`src/rtl/weight_sched_pkg.sv`:
```
// weight_sched_pkg: shared state encoding, default BRAM latency and layer region bases.
package weight_sched_pkg;
  typedef enum logic [1:0] {
    IDLE   = 2'd0,
    ISSUE  = 2'd1,
    DRAIN  = 2'd2,
    FINISH = 2'd3
  } state_t;
  localparam int BRAM_READ_LATENCY = 2;
  localparam int LAYER1_1_BASE = 0;
  localparam int LAYER1_2_BASE = 9216;
  localparam int LAYER1_3_BASE = 18432;
endpackage

```
`src/rtl/rr_arbiter.sv`:
```
// rr_arbiter: combinational round-robin pick of the first request at or after ptr.
module rr_arbiter #(
  parameter int N   = 4,
  parameter int IDW = 2
) (
  input  logic [N-1:0]   req,
  input  logic [IDW-1:0] ptr,
  output logic [N-1:0]   gnt,
  output logic [IDW-1:0] id,
  output logic           any
);
  assign any = |req;
  // Scan downward so the smallest offset from ptr is the last one written.
  always_comb begin
    gnt = '0;
    id  = '0;
    for (int i = N - 1; i >= 0; i--) begin
      if (req[(int'(ptr) + i) % N]) begin
        gnt = N'(1) << ((int'(ptr) + i) % N);
        id  = IDW'((int'(ptr) + i) % N);
      end
    end
  end
endmodule

```
`src/rtl/weight_bram_scheduler.sv`:
```
// weight_bram_scheduler: round-robin sharing of one read-only weight BRAM port between requesters.
// WEIGHT_SCHED_CHECKSUM_EN adds a per-transfer sum of returned words on the checksum port.
module weight_bram_scheduler
  import weight_sched_pkg::*;
#(
  parameter int NUM_LAYERS   = 4,
  parameter int W            = 8,
  parameter int ADDR_WIDTH   = 18,
  parameter int CNT_WIDTH    = 19,
  parameter int READ_LATENCY = BRAM_READ_LATENCY,
  parameter int ID_WIDTH     = 2
) (
  input  logic                             clk,
  input  logic                             rst_n,
  input  logic [NUM_LAYERS-1:0]            req,
  input  logic [NUM_LAYERS*ADDR_WIDTH-1:0] base_addr,
  input  logic [NUM_LAYERS*CNT_WIDTH-1:0]  length,
  output logic [NUM_LAYERS-1:0]            grant,
  output logic                             bram_en,
  output logic                             bram_ren,
  output logic [ADDR_WIDTH-1:0]            bram_addr,
  input  logic [W-1:0]                     bram_dout,
  output logic                             wr_valid,
  output logic [ID_WIDTH-1:0]              wr_id,
  output logic [CNT_WIDTH-1:0]             wr_index,
  output logic [W-1:0]                     wr_data,
  output logic [NUM_LAYERS-1:0]            done,
  output logic                             busy
`ifdef WEIGHT_SCHED_CHECKSUM_EN
  ,
  output logic [W+CNT_WIDTH-1:0]           checksum
`endif
);
  state_t state_q, state_d;
  logic [NUM_LAYERS-1:0] grant_q, grant_d, arb_gnt;
  logic [ID_WIDTH-1:0] owner_q, owner_d, rr_q, rr_d, arb_id;
  logic [ADDR_WIDTH-1:0] base_q, base_d;
  logic [CNT_WIDTH-1:0] len_q, len_d, cnt_q, cnt_d;
  logic [READ_LATENCY-1:0] vld_q, vld_d;
  logic [READ_LATENCY-1:0][CNT_WIDTH-1:0] idx_q, idx_d;
  logic arb_any, last_issue;
  rr_arbiter #(.N(NUM_LAYERS), .IDW(ID_WIDTH)) u_arb (
    .req(req),
    .ptr(rr_q),
    .gnt(arb_gnt),
    .id(arb_id),
    .any(arb_any)
  );
  assign busy       = state_q != IDLE;
  assign bram_en    = busy;
  assign grant      = grant_q;
  assign bram_ren   = state_q == ISSUE && cnt_q != len_q;
  assign bram_addr  = bram_ren ? base_q + ADDR_WIDTH'(cnt_q) : '0;
  // Widened compare so a zero-length transfer also leaves ISSUE without issuing.
  assign last_issue = {1'b0, cnt_q} + 1'b1 >= {1'b0, len_q};
  assign wr_valid   = vld_q[READ_LATENCY-1];
  assign wr_index   = wr_valid ? idx_q[READ_LATENCY-1] : '0;
  assign wr_data    = wr_valid ? bram_dout : '0;
  assign wr_id      = owner_q;
  assign done       = state_q == FINISH ? grant_q : '0;
  always_comb begin
    state_d = state_q;
    grant_d = grant_q;
    owner_d = owner_q;
    rr_d    = rr_q;
    base_d  = base_q;
    len_d   = len_q;
    cnt_d   = cnt_q;
    vld_d   = READ_LATENCY'({vld_q, bram_ren});
    idx_d   = idx_q;
    idx_d[0] = cnt_q;
    for (int i = 1; i < READ_LATENCY; i++) idx_d[i] = idx_q[i-1];
    case (state_q)
      IDLE: if (arb_any) begin
        state_d = ISSUE;
        grant_d = arb_gnt;
        owner_d = arb_id;
        base_d  = base_addr[int'(arb_id)*ADDR_WIDTH +: ADDR_WIDTH];
        len_d   = length[int'(arb_id)*CNT_WIDTH +: CNT_WIDTH];
        cnt_d   = '0;
      end
      ISSUE: begin
        cnt_d   = bram_ren ? cnt_q + 1'b1 : cnt_q;
        state_d = last_issue ? DRAIN : ISSUE;
      end
      DRAIN: state_d = vld_q == '0 ? FINISH : DRAIN;
      FINISH: begin
        state_d = IDLE;
        grant_d = '0;
        rr_d    = owner_q == ID_WIDTH'(NUM_LAYERS - 1) ? '0 : owner_q + 1'b1;
      end
      default: state_d = IDLE;
    endcase
  end
  always_ff @(posedge clk) begin
    if (!rst_n) begin
      state_q <= IDLE;
      grant_q <= '0;
      owner_q <= '0;
      rr_q    <= '0;
      base_q  <= '0;
      len_q   <= '0;
      cnt_q   <= '0;
      vld_q   <= '0;
      idx_q   <= '0;
    end else begin
      state_q <= state_d;
      grant_q <= grant_d;
      owner_q <= owner_d;
      rr_q    <= rr_d;
      base_q  <= base_d;
      len_q   <= len_d;
      cnt_q   <= cnt_d;
      vld_q   <= vld_d;
      idx_q   <= idx_d;
    end
  end
`ifdef WEIGHT_SCHED_CHECKSUM_EN
  logic [W+CNT_WIDTH-1:0] sum_q, sum_d;
  assign checksum = sum_q;
  always_comb sum_d = (state_q == IDLE && arb_any) ? '0 :
                      wr_valid ? sum_q + (W+CNT_WIDTH)'(wr_data) : sum_q;
  always_ff @(posedge clk) begin
    if (!rst_n) sum_q <= '0;
    else        sum_q <= sum_d;
  end
`endif
endmodule

```
`config.mk`:
```
export PLATFORM = sky130hd
export DESIGN_NAME = weight_bram_scheduler
export DESIGN_NICKNAME = d
export VERILOG_FILES = /design/src/rtl/weight_sched_pkg.sv /design/src/rtl/rr_arbiter.sv /design/src/rtl/weight_bram_scheduler.sv
export SDC_FILE = /design/constraint.sdc
export NUM_CORES = 1
export LEC_CHECK = 0
export CORE_UTILIZATION = 52
export CTS_BUF_LIST = sky130_fd_sc_hd__clkbuf_16
export DETAILED_ROUTE_END_ITERATION = 10
export PLACE_DENSITY = 0.87
export SLEW_MARGIN = 20
export SYNTH_ARGS = -nofsm -noshare
export SYNTH_HDL_FRONTEND = slang
export SYNTH_SLANG_ARGS = --single-unit
export TNS_END_PERCENT = 10
```
`constraint.sdc`:
```
create_clock -name clk -period 4.7 [get_ports clk]
set_input_delay 0.47 -clock clk [delete_from_list [all_inputs] [get_ports clk]]
set_output_delay 0.47 -clock clk [all_outputs]
set_load 0.005 [all_outputs]
```
==> out/qor.yml, run 1 <==
cts:
  tritoncts: "built"
  clockRootBuffer: "clkbuf_16"
  cts_resized: 0
  clk_latency_ns: 0.36
  cts_hold_buf: 0
  cts.sinks: 106
  htreeDepth: 3
  cts_setup_buffers: 0
  clk_path_buf_depth: 2
  clk_pin_slew_ns: 0.07
  cts_made_buffers: 9
floorplanning:
  die_area_um2: 14700
  die_w_um: 121
  core_um2: 13900
  ios: 221
  die_h_um: 121
  initial_utilization: 0.532
  rows: 43
setup_path:
  cp-end-kind: "output port"
  worst-setup-path-type: "reg2out"
  startpoint_type: "flop"
  critPathMaxFanout: 7
  r2r_slack_ns: 1.12
  cp.required_ns: 4.23
  crit_arrival_ns: 3.62
power:
  p_per_area_nw_per_um2: 230
  p_leak_uw: 0.00394
  power.total_uw: 2260
  ir_worst_vdd_v: 0.000179
timing:
  finalWorstSetupSlack_ns: 0.606
  hold_viol: 0
  period_needed_ns: 4.09
  slew_headroom: 0.272
  slew_viol_final: 0
  setup-tns-final_ns: 0
  worstMarginPinSlew_ns: 1.09
  hold_ws_ns: 0.430
  grt_setup_unrepaired: "false"
  skew_ns: 0.0155
  timing.final.crit_share: 0.871
  finalSetupViolCount: 0
  fmax_ghz: 0.244
global_route:
  grt_pass1_wl_um: 34900
  antenna_found_initial: 0
  grt_usage: 0.303
  grt_pass1_vias: 6906
  grt_max_degree: 48
  grt_overflow: 0
layout:
  area_growth_pct: 33.1
  multi_input_area_um2: 4780
  antenna_cells: 0
  fill_cells: 1105
  nets: 1267
  regArea_um2: 2120
  post_layout_nonfiller_instances: 1243
  drive_above_1_share: 0.0621
synth:
  synth-edff-count: 0
  syn_area_um2: 7380
  avgSynthCellArea_um2: 8.39
  synth_cell_types: 60
  ys_seq_area_frac: 0.288
  synthXorXnorAreaFrac: 0.0546
  synth_top_family_by_area: "compound AO/OA/AOI/OAI gates"
  netlist.top_cell.by_area: "dfxtp_1"
  yosys_warnings: 0
  synthAdderAreaFrac: 0.0807
  synth.area.top_cells: "dfxtp_1 (29%), ha_1 (7.8%), and2_1 (5.8%), mux2i_1 (5.3%), nand3_1 (4.4%)"
  synth_compound_area_frac: 0.224
  synth_seq_cells: 106
  async_reset_ff_frac: 0
  synthMuxAreaShare: 0.0651
  syn_inst: 880
  syn_nets: 1089
  synth_top_area_share: 0.288
  ys.flop_type: "dfxtp_1"
  synth-simple-area-share: 0.219
placement:
  place_ws_ns: 1.03
  dp.cells: 1227
  gp_congestion: 0.942
  dpl.hpwl_um: 16400
  portBuffers: 220
detailed_routing:
  antenna_left: 0
  firstDrtPassIters: 7
  first_iter_violations: 717
  wl_um: 21900
  wl_per_cell_um: 17.7
  route.detailed.drc: 0
  vias_per_cell: 5.89
  num_vias: 7324
hold_path:
  hold_class: "reg2reg"
run_status:
  status: "finished clean"
job:
  drv_cap: 0
==> Yosys cell counts, types with 7 or more instances <==
| cell type | count |
|---|---|
| a211oi_1 | 30 |
| a211oi_2 | 9 |
| a21o_1 | 23 |
| a21oi_1 | 42 |
| a221oi_1 | 30 |
| a221oi_2 | 13 |
| a31oi_1 | 8 |
| and2_1 | 69 |
| buf_2 | 8 |
| clkbuf_1 | 38 |
| dfxtp_1 | 106 |
| ha_1 | 46 |
| inv_1 | 33 |
| mux2i_1 | 39 |
| nand2_1 | 73 |
| nand2b_1 | 7 |
| nand3_1 | 65 |
| nand4_1 | 10 |
| nor2_1 | 50 |
| o21ai_0 | 53 |
| xnor2_1 | 18 |
| xor2_1 | 28 |
==> stage by stage <==
step           utilization  instance area (um2)
2_1_floorplan            -                 7380
3_3_place_gp         0.686                 9530
3_5_place_dp         0.686                 9530
4_1_cts              0.708                 9820
5_1_grt              0.708                 9820
6_report             0.708                 9820
==> cell usage in the layout (no fill, tap or decap), types with 39 or more instances in the layout <==
master           synthesis  final
clkdlybuf4s50_1          0    219
dfxtp_1                106    106
nand2_1                 73     73
and2_1                  69     69
nand3_1                 65     65
o21ai_0                 53     53
nor2_1                  50     49
ha_1                    46     46
a21oi_1                 42     41
mux2i_1                 39     39
==> cell families after synthesis <==
kind of cell	after synthesis
mux	43
fa+ha+maj	47
buf+inv	97
compound gates	226
xor+xnor	46
simple gates	315
flops	106
==> area by class of cell <==
type,instances,share of cell area
clock buffer,9,0.0229
clock inverter,7,0.00726
inverter,33,0.0126
multi-input combinational,677,0.486
sequential,106,0.216
tap,180,0.0229
timing repair buffer,231,0.232
==> registers in the layout, indices dropped and copies added (netlist names), named ones only <==
signal   cells
vld_q        2
base_q      18
grant        4
state_q      1
wr_id        2
idx_d       19
len_q       19
rr_q         2
cnt_q       19
idx_q       19
==> power by group <==
part           switching, uW  leakage, uW  total (uW)  internal [uW]
Sequential              45.8     0.000866         983            937
Clock                    371     0.000145         746            375
Combinational            256      0.00293         532            276
Total                    673      0.00394        2260           1590
==> metal layers <==
layer / share of wire / vias to the layer above / GRT usage
met4: 0.030 / 0 / 0.123
met2: 0.46 / 386 / 0.493
met5: 0 / - / 0
met3: 0.092 / 57 / 0.0536
met1: 0.42 / 3350 / 0.396
li1: - / 3531 / -
==> critical path: stages, from the launching register on <==
cell and delay, ns:
dfxtp_1 0.48, ha_1 0.29, a21o_1 0.16, a21oi_1 0.31
o221ai_1 0.27, a221oi_1 0.76, o21ai_0 0.21, xnor2_1 0.16
nor2_1 0.11, clkdlybuf4s50_1 0.51
==> final timing paths <==
path                                       to  startpoint  cells past startpoint
worst max register to register     base_q[15]     rr_q[0]                      9
worst max-delay path            bram_addr[13]    cnt_q[1]                      9
worst min-delay path                idx_q[36]   idx_d[36]                      1
worst min register to register      idx_q[36]   idx_d[36]                      1
Power figures use the tool's default switching activity.
==> inputs of run 2 (changes only) <==
GPL_TIMING_DRIVEN = 0   (was unset)
==> out/qor.yml, run 2 (synthesis results as in run 1) <==
floorplanning:
  core_um2: 13900
  die_h_um: 121
  initial_utilization: 0.532
  rows: 43
  die_w_um: 121
  die_area_um2: 14700
  ios: 221
timing:
  grt_setup_unrepaired: "false"
  setup-tns-final_ns: 0
  period_needed_ns: 4.07
  hold_ws_ns: 0.428
  finalSetupViolCount: 0
  slew_headroom: 0.510
  hold_viol: 0
  fmax_ghz: 0.246
  skew_ns: 0.0143
  slew_viol_final: 0
  timing.final.crit_share: 0.865
  worstMarginPinSlew_ns: 0.735
cts:
  cts_setup_buffers: 0
  clk_latency_ns: 0.36
  cts_resized: 0
  htreeDepth: 3
  clk_pin_slew_ns: 0.07
  cts.sinks: 106
  cts_hold_buf: 0
  clockRootBuffer: "clkbuf_16"
  tritoncts: "built"
  clk_path_buf_depth: 2
  cts_made_buffers: 9
global_route:
  grt_pass1_vias: 7153
  antenna_found_initial: 0
  grt_usage: 0.319
  grt_pass1_wl_um: 36200
  grt_max_degree: 20
  grt_overflow: 0
layout:
  fill_cells: 1091
  final_cell_mix: "clkdlybuf4s50_1 (220), dfxtp_1 (106), nand2_1 (73)"
  final_common_cell: "clkdlybuf4s50_1"
  design_area_um2: 10100
  antenna_cells: 0
  nets: 1320
  area_growth_pct: 36.8
  drive_above_1_share: 0.0672
detailed_routing:
  wl_met2_um: 10600
  first_iter_violations: 515
  wl_met1_um: 9360
  wl_um: 22700
  num_vias: 7489
  wl_met3_um: 1830
  antenna_left: 0
  wl_per_cell_um: 17.5
  route.detailed.drc: 0
  firstDrtPassIters: 5
  vias_per_cell: 5.78
  highest_layer: "met4"
hold_path:
  hold_class: "reg2reg"
setup_path:
  cp-end-kind: "output port"
  cp.required_ns: 4.23
  crit_arrival_ns: 3.60
  path_cells: "ha_1, a21o_1, a21oi_1, o221ai_1, a221oi_1, or3_1, nand4_1, a31oi_1, clkdlybuf4s50_1"
  worst-setup-path-type: "reg2out"
  critPathSlowestCell: "a221oi_1"
  critPathMaxFanout: 7
  startpoint_type: "flop"
  critPathMaxStageDelay_ns: 0.70
job:
  drv_cap: 0
power:
  ir_worst_vdd_v: 0.000184
  p_leak_uw: 0.00407
  p_per_area_nw_per_um2: 226
placement:
  dpl.hpwl_um: 18200
  portBuffers: 220
  placed_area_um2: 9810
  gp_congestion: 0.956
run_status:
  status: "finished clean"
-- run 2: cell count changes in the layout (fill, tap and decap cells not counted), moves of 2 or more --
| cell | before | now |
|---|---|---|
| clkbuf_1 | 0 | 38 |
| buf_2 | 1 | 8 |
| buf_4 | 11 | 6 |
| buf_6 | 0 | 5 |
| buf_12 | 0 | 4 |
| buf_1 | 0 | 2 |
-- run 2: critical path, delay by kind of cell (launching register included) --
kind	cells	cell delay, ns
buffers and inverters	1	0.53
and+or+nand+nor	2	0.28
adders and majority gates	1	0.31
DFF	1	0.56
AOI/OAI and AO/OA	5	1.55
-- run 2: per-layer routing --
layer | global-route usage | up-vias
li1 | - | 3636
met1 | 0.395 | 3398
met2 | 0.535 | 389
met3 | 0.0602 | 66
met4 | 0.144 | 0
met5 | 0 | -
-- run 2: per-stage QoR --
stage	total power [uW]	setup WS, ns	std cells	utilization
floorplan	1270	1.50	880	-
detailed placement	1550	0.773	1280	0.707
finish	2280	0.633	1296	0.728
global route	2360	0.441	1296	0.728
CTS	2270	0.639	1296	0.728
global placement	1540	0.784	1280	0.707
-- run 2: power by group --
part,internal (uW),total [uW],leakage (uW),switching [uW]
registers,937,981,0.000866,44.4
clock network,370,735,0.000142,365
logic,296,561,0.00306,265
-- run 2: final timing paths --
kind                                       to  cells after the start  slack, ns  startpoint
worst max register to register     base_q[15]                     10       0.68     rr_q[0]
worst min-delay path                idx_q[24]                      1       0.43   idx_d[24]
worst max-delay path            bram_addr[15]                      9       0.63    cnt_q[1]
worst min register to register      idx_q[24]                      1       0.43   idx_d[24]
-- run 2: cell type report --
class | count | area [um2] | share of cell area
buffer | 64 | 387 | 0.0383
clock buffer | 9 | 225 | 0.0223
clock inverter | 7 | 65.1 | 0.00644
inverter | 33 | 124 | 0.0123
multi-input combinational | 677 | 4750 | 0.470
sequential | 106 | 2120 | 0.210
tap | 180 | 225 | 0.0223
timing repair buffer | 220 | 2200 | 0.218
==> inputs of run 3 (changes only) <==
CAP_MARGIN = 10   (was unset)
CORE_UTILIZATION = 50   (was 52)
PLACE_DENSITY = 0.84   (was 0.87)
==> out/qor.yml, run 3 (synthesis results as in run 1) <==
run_status:
  status: "finished clean"
layout:
  antenna_cells: 0
  final_common_cell: "clkdlybuf4s50_1"
  final_core_util: 0.699
  multi_input_area_um2: 4750
  regArea_um2: 2120
  fill_cells: 1183
  area_growth_pct: 37.1
  final_cell_mix: "clkdlybuf4s50_1 (220), dfxtp_1 (106), nand2_1 (73)"
  nets: 1320
  drive_above_1_share: 0.0681
power:
  clock_power_share: 0.339
  seqPwrFrac: 0.420
  p_leak_uw: 0.00408
  ir_worst_vdd_v: 0.000173
  internal_power_uw: 1660
  p_per_area_nw_per_um2: 230
  netSwitchingPower_uw: 676
  p_comb_frac: 0.240
  switching_share: 0.290
cts:
  cts_hold_buf: 0
  cts_resized: 0
  cts.sinks: 106
  clk_latency_ns: 0.35
  cts_made_buffers: 9
  clk_pin_slew_ns: 0.08
  htreeDepth: 3
  clk_path_buf_depth: 2
  tritoncts: "built"
  cts_setup_buffers: 0
  clockRootBuffer: "clkbuf_16"
timing:
  setup-tns-final_ns: 0
  worstMarginPinSlew_ns: 0.824
  slew_viol_final: 0
  hold_viol: 0
  slew_headroom: 0.451
  fmax_ghz: 0.238
  skew_ns: 0.00907
  grt_setup_unrepaired: "false"
  finalSetupViolCount: 0
  period_needed_ns: 4.21
  timing.final.crit_share: 0.895
placement:
  dpl.hpwl_um: 18300
  portBuffers: 220
  gp_congestion: 0.929
global_route:
  grt_max_degree: 20
  grt_util_met2: 0.509
  use_met3: 0.0387
  antenna_found_initial: 0
  grt_pass1_vias: 6860
  use_met1: 0.395
  grt_pass1_wl_um: 35300
  grt_overflow: 0
  top_usage_layer: "met2"
  grt_usage: 0.303
hold_path:
  hold_class: "reg2reg"
  whs_path_depth: 1
  holdCritStartpoint: "idx_d[23]"
  min_delay_worst_endpoint: "idx_q[23]"
detailed_routing:
  vias_per_cell: 5.81
  first_iter_violations: 539
  num_vias: 7551
  wl_per_cell_um: 17.5
  route.detailed.drc: 0
  wl_um: 22800
  firstDrtPassIters: 5
  antenna_left: 0
setup_path:
  cp-end-kind: "output port"
  crit_arrival_ns: 3.74
  r2r_slack_ns: 0.71
  ff2ff_path_depth: 10
  cp.required_ns: 4.23
  timing.rr.start: "rr_q[0]"
  r2r-end: "base_q[11]"
  startpoint_type: "flop"
  worst-setup-path-type: "reg2out"
  critPathMaxFanout: 7
floorplanning:
  initial_utilization: 0.510
  rows: 44
  die_h_um: 123
  core_um2: 14500
  die_w_um: 123
  ios: 221
  die_area_um2: 15300
job:
  drv_cap: 0
[run 3: power by group through the flow]
stage | logic [uW] | registers [uW] | clock network [uW]
floorplan | 291 | 980 | 0
global placement | 545 | 998 | 0
detailed placement | 553 | 999 | 0
CTS | 557 | 978 | 787
global route | 605 | 983 | 830
finish | 561 | 980 | 792
[run 3: area by class of cell]
| type | count | area share |
|---|---|---|
| Timing Repair Buffer | 220 | 0.218 |
| Buffer | 64 | 0.0382 |
| Tap cell | 184 | 0.0227 |
| Clock buffer | 9 | 0.0222 |
| Multi-Input combinational cell | 677 | 0.469 |
| Inverter | 33 | 0.0122 |
| Clock inverter | 7 | 0.00828 |
| Sequential cell | 106 | 0.210 |
[run 3: critical path: stages, from the launching register on]
cell	delay, ns
dfxtp_1	0.55
ha_1	0.31
a21o_1	0.16
a21oi_1	0.29
o221ai_1	0.28
a221oi_1	0.77
or3_1	0.20
nand4_1	0.08
a31oi_1	0.21
clkdlybuf4s50_1	0.54
[run 3: worst max path at each step]
stage | to | from | depth (start not counted) | slack (ns)
6_report | bram_addr[15] | cnt_q[1] | 9 | 0.49
5_1_grt | bram_addr[15] | cnt_q[1] | 9 | 0.36
4_1_cts | bram_addr[15] | cnt_q[1] | 9 | 0.55
3_5_place_dp | base_q[11] | rr_q[0] | 10 | 0.79
3_3_place_gp | base_q[10] | rr_q[0] | 10 | 0.83
2_1_floorplan | base_q[10] | rr_q[0] | 13 | 1.50
[run 3: metrics by stage]
step | hold slack, ns | setup WS [ns] | total power, uW | cells | cell area [um2]
after global placement | 0.413 | 0.833 | 1540 | 1284 | 9810
after global routing | 0.444 | 0.365 | 2420 | 1300 | 10100
final | 0.433 | 0.493 | 2330 | 1300 | 10100
after detailed placement | 0.417 | 0.789 | 1550 | 1284 | 9810
after CTS | 0.436 | 0.555 | 2320 | 1300 | 10100
after floorplan | 0.412 | 1.50 | 1270 | 880 | 7380
[run 3: layer usage]
metal  vias to the layer above  routed length, um
li1                       3646                  -
met1                      3484               9480
met2                       373              10800
met3                        48               1750
met4                         0                729
met5                         -                  0
